### src/rtl/if_id_queue.sv
// IF/ID queue: a DEPTH-entry circular buffer of (pc, inst) pairs between fetch and decode.
// When the queue is empty, the head is presented as a zero bubble.
module if_id_queue #(
  parameter int ADDR_W = 32,
  parameter int INST_W = 32,
  parameter int DEPTH  = 4,
  localparam int CNT_W = $clog2(DEPTH) + 1
) (
  input  logic              clk,
  input  logic              rst,
  input  logic              flush_i,
  input  logic              push_valid_i,
  input  logic [ADDR_W-1:0] push_pc_i,
  input  logic [INST_W-1:0] push_inst_i,
  output logic              push_ready_o,
  output logic              almost_full_o,
  input  logic              stall_i,
  output logic              id_valid_o,
  output logic [ADDR_W-1:0] id_pc_o,
  output logic [INST_W-1:0] id_inst_o,
  output logic [CNT_W-1:0]  count_o
);

  localparam int PTR_W = $clog2(DEPTH);

  logic [ADDR_W-1:0] pcMem_q   [DEPTH];
  logic [INST_W-1:0] instMem_q [DEPTH];

  logic [PTR_W-1:0] wrPtr_q, wrPtr_d;
  logic [PTR_W-1:0] rdPtr_q, rdPtr_d;
  logic [CNT_W-1:0] count_q, count_d;

  logic pushEn;
  logic popEn;

  // Status flags come only from registered count, so stall_i never reaches push_ready_o.
  assign push_ready_o  = (count_q != CNT_W'(DEPTH));
  assign almost_full_o = (count_q >= CNT_W'(DEPTH - 1));
  assign id_valid_o    = (count_q != '0);
  assign count_o       = count_q;

  assign id_pc_o   = id_valid_o ? pcMem_q[rdPtr_q]   : '0;
  assign id_inst_o = id_valid_o ? instMem_q[rdPtr_q] : '0;

  assign pushEn = push_valid_i && push_ready_o;
  assign popEn  = id_valid_o && !stall_i;

  always_comb begin
    wrPtr_d = wrPtr_q;
    rdPtr_d = rdPtr_q;
    count_d = count_q;
    if (pushEn) begin
      wrPtr_d = wrPtr_q + PTR_W'(1);
    end
    if (popEn) begin
      rdPtr_d = rdPtr_q + PTR_W'(1);
    end
    if (pushEn && !popEn) begin
      count_d = count_q + CNT_W'(1);
    end else if (popEn && !pushEn) begin
      count_d = count_q - CNT_W'(1);
    end
  end

  // Flush behaves exactly like reset on pointers and count; any push or pop in that cycle is dropped.
  always_ff @(posedge clk) begin
    if (rst || flush_i) begin
      wrPtr_q <= '0;
      rdPtr_q <= '0;
      count_q <= '0;
    end else begin
      wrPtr_q <= wrPtr_d;
      rdPtr_q <= rdPtr_d;
      count_q <= count_d;
    end
  end

  always_ff @(posedge clk) begin
    if (pushEn && !rst && !flush_i) begin
      pcMem_q[wrPtr_q]   <= push_pc_i;
      instMem_q[wrPtr_q] <= push_inst_i;
    end
  end

endmodule

### config.mk
export PLATFORM = sky130hd
export DESIGN_NAME = if_id_queue
export DESIGN_NICKNAME = d
export VERILOG_FILES = /design/src/rtl/if_id_queue.sv
export SDC_FILE = /design/constraint.sdc
export NUM_CORES = 1
export LEC_CHECK = 0
export ABC_CLOCK_PERIOD_IN_PS = 6200
export CORE_UTILIZATION = 48
export DETAILED_ROUTE_END_ITERATION = 10
export PLACE_DENSITY_LB_ADDON = 0.15
export SLEW_MARGIN = 20
export SYNTH_ARGS = -nofsm -noshare
export SYNTH_HDL_FRONTEND = slang
export SYNTH_SLANG_ARGS = --single-unit
### constraint.sdc
create_clock -name clk -period 6.2 [get_ports clk]
set_input_delay 0.93 -clock clk [delete_from_list [all_inputs] [get_ports clk]]
set_output_delay 0.93 -clock clk [all_outputs]
set_load 0.03 [all_outputs]
==> results.py <==
metrics = {
    "critical_path": {
        "worstSetupStartpointType": "flip-flop",
        "end_kind": "output port",
        "worstPathArrival_ps": 3310,
        "crit_fanout": 66,
        "critPathKind": "reg -> out",
        "cp.required_ps": 5270,
    },
    "clock_tree": {
        "cts_buffer_depth": 3,
        "ctsHoldBuffers": 0,
        "cts_buffers": 26,
        "clk_pin_slew_ps": 60,
        "cts-root-buf": "clkbuf_16",
        "htree_levels": 1,
        "ctsResizeCount": 0,
        "clk_latency_ps": 510,
        "cts_tree": "yes",
        "post_cts.repair.setup_buffers": 0,
        "numClockSinks": 265,
    },
    "die": {
        "core_area_mm2": 0.0205,
        "die_w_um": 148,
        "dieArea_mm2": 0.0218,
        "placementRows": 52,
        "die_h_um": 148,
        "boundaryPins": 139,
        "initial_core_util_pct": 49.7,
    },
    "finish": {
        "areaGrowthSynthToFinish_pct": 24.2,
        "insertedDiodeCount": 0,
        "drive_gt1_share_pct": 18.8,
        "fin_cells": 893,
        "design_area_mm2": 0.0126,
        "fillers": 1480,
        "nets": 678,
    },
    "grt": {
        "groute.usage.overall_pct": 17.7,
        "grt_pass1_wl_um": 29300,
        "antenna_found_initial": 2,
        "grt_overflow": 0,
        "grt_pass1_vias": 5200,
        "grt_max_degree": 67,
    },
    "detailed_routing": {
        "via_per_inst": 5.43,
        "first_pass_iters": 4,
        "drt_iter0_drc": 297,
        "drc_errors": 0,
        "vias": 4853,
        "routed_wl_um": 18700,
        "ant_nets": 0,
        "routedWlPerCell_um": 21.0,
    },
    "pwr": {
        "p_leak_nw": 3.98,
        "power_mw": 4.05,
        "pwr_density_cell_mw_per_mm2": 321,
        "vdd_drop_max_mv": 0.230,
    },
    "timing": {
        "timing.final.crit_share_pct": 68.4,
        "setup_viol": 0,
        "tightestPinTransition_ps": 1040,
        "hold_viol": 0,
        "max_freq_ghz": 0.236,
        "finClkSkew_ps": 12.2,
        "slew_violations": 0,
        "rsz0062_at_grt": "no",
        "finalCriticalPeriod_ps": 4240,
        "hold_ws_ps": 507,
        "relSlewSlack_pct": 30.7,
        "setup_tns_ps": 0,
    },
    "yosys": {
        "ys_async_sr_fraction_pct": 0,
        "synth.distinct_cells": 29,
        "synthesis.nets": 533,
        "ys_top_cells_by_area": "edfxtp_1 (76%), mux4_2 (14%), and2_1 (3.9%)",
        "ys.flop_type": "edfxtp_1",
        "post-synth-top-count-cell": "edfxtp_1",
        "synth_edf_count": 256,
        "synth.cell_area_mm2": 0.0102,
        "ys_seq_elements": 265,
        "yosys_warnings": 0,
        "synth_area_per_cell_um2": 22.2,
        "synth_area_leader_cell": "edfxtp_1",
        "synth_top_area_share_pct": 75.5,
        "netlist_instances": 458,
        "synth-seq-area-share_pct": 77.3,
        "ys_top_cells_by_count": "edfxtp_1 (256), and2_1 (64), mux4_2 (63), dfxtp_1 (9)",
    },
    "placement": {
        "hpwl_um": 10100,
        "place.gp.congestion": 0.688,
        "io_buffers": 138,
        "dp_cells": 844,
        "placed_cell_area_mm2": 0.0118,
    },
    "min_path": {
        "hp-class": "reg -> reg",
    },
    "flow_run": {
        "drv_cap": 0,
    },
    "run_status": {
        "status": "finished, final reports clean",
    },
}
cells in the final DEF, fill, tap and decap left out, types with 3 or more instances in the layout:
| master | instances |
|---|---|
| and3_4 | 4 |
| clkbuf_16 | 27 |
| clkinv_1 | 7 |
| nor2_1 | 3 |
| edfxtp_1 | 256 |
| o21ai_0 | 4 |
| dfxtp_1 | 7 |
| inv_1 | 3 |
| clkinv_2 | 9 |
| and2_1 | 64 |
| bufinv_16 | 3 |
| mux4_2 | 63 |
| clkdlybuf4s50_1 | 138 |
| ha_1 | 5 |
| a21oi_1 | 4 |
per-layer routing:
metal / track usage, % / vias to the layer above / wire length [um]
li1: - / 2156 / -
met1: 25.4 / 2536 / 8430
met2: 27.9 / 141 / 8870
met3: 4.04 / 20 / 1160
met4: 4.38 / 0 / 245
met5: 0 / - / 0
sequential cells by signal, indices dropped and copies added (netlist names), named ones only:
register	cells
count_o	3
instMem_q	128
pcMem_q	128
rdPtr_q	2
wrPtr_q	2
path summary, 6_finish.rpt:
check,start,depth (start not counted),slack [ps],to
max reg2reg,count_o[0]$_SDFFE_PP0P_,9,2790,count_o[2]$_SDFFE_PP0P_
min reg2reg,rdPtr_q[1]$_SDFFE_PP0P_,2,510,flip-flop
max,count_o[0]$_SDFFE_PP0P_,4,1960,id_pc_o[31]
min,rdPtr_q[1]$_SDFFE_PP0P_,2,510,flip-flop
area by class of cell:
class                           instances  area, um^2  area share, %
Sequential cell                       265        7880           62.3
Multi-Input combinational cell        166        2150           17.0
Timing Repair Buffer                  140        1410           11.1
Clock buffer                           29         683           5.41
Tap cell                              270         338           2.67
Clock inverter                         19         164           1.30
Inverter                                4        16.3          0.129
through the flow:
stage	util, %	setup WS [ps]
final	61.7	1960
after global routing	61.7	1670
after CTS	61.6	1770
after detailed placement	57.4	2320
after global placement	57.4	2340
after floorplan	-	3640
critical path, cell delays in order, from the launching register on:
cell             delay (ps)
dfxtp_1                 380
nor3_1                  450
clkinv_2                820
and2_1                  470
clkdlybuf4s50_1         610
cells by family (layout without fill, tap and decap cells):
kind of cell,count (synthesis),count (layout),synth area share [%]
and+or+nand+nor,83,83,5.13
AOI/OAI and AO/OA,10,10,0.602
buffers and inverters,27,192,1.67
muxes,65,65,14.3
adders and majority gates,6,6,0.812
xor gates and xnor gates,2,2,0.172
DFF,265,265,77.3
where the power goes:
group | switching, mW | internal (mW) | total, mW | leakage (nW)
Clock | 0.630 | 0.914 | 1.54 | 0.420
Combinational | 0.280 | 0.226 | 0.506 | 1.17
Sequential | 0.0146 | 1.99 | 2.00 | 2.39
(Power assumes the default switching activity.)
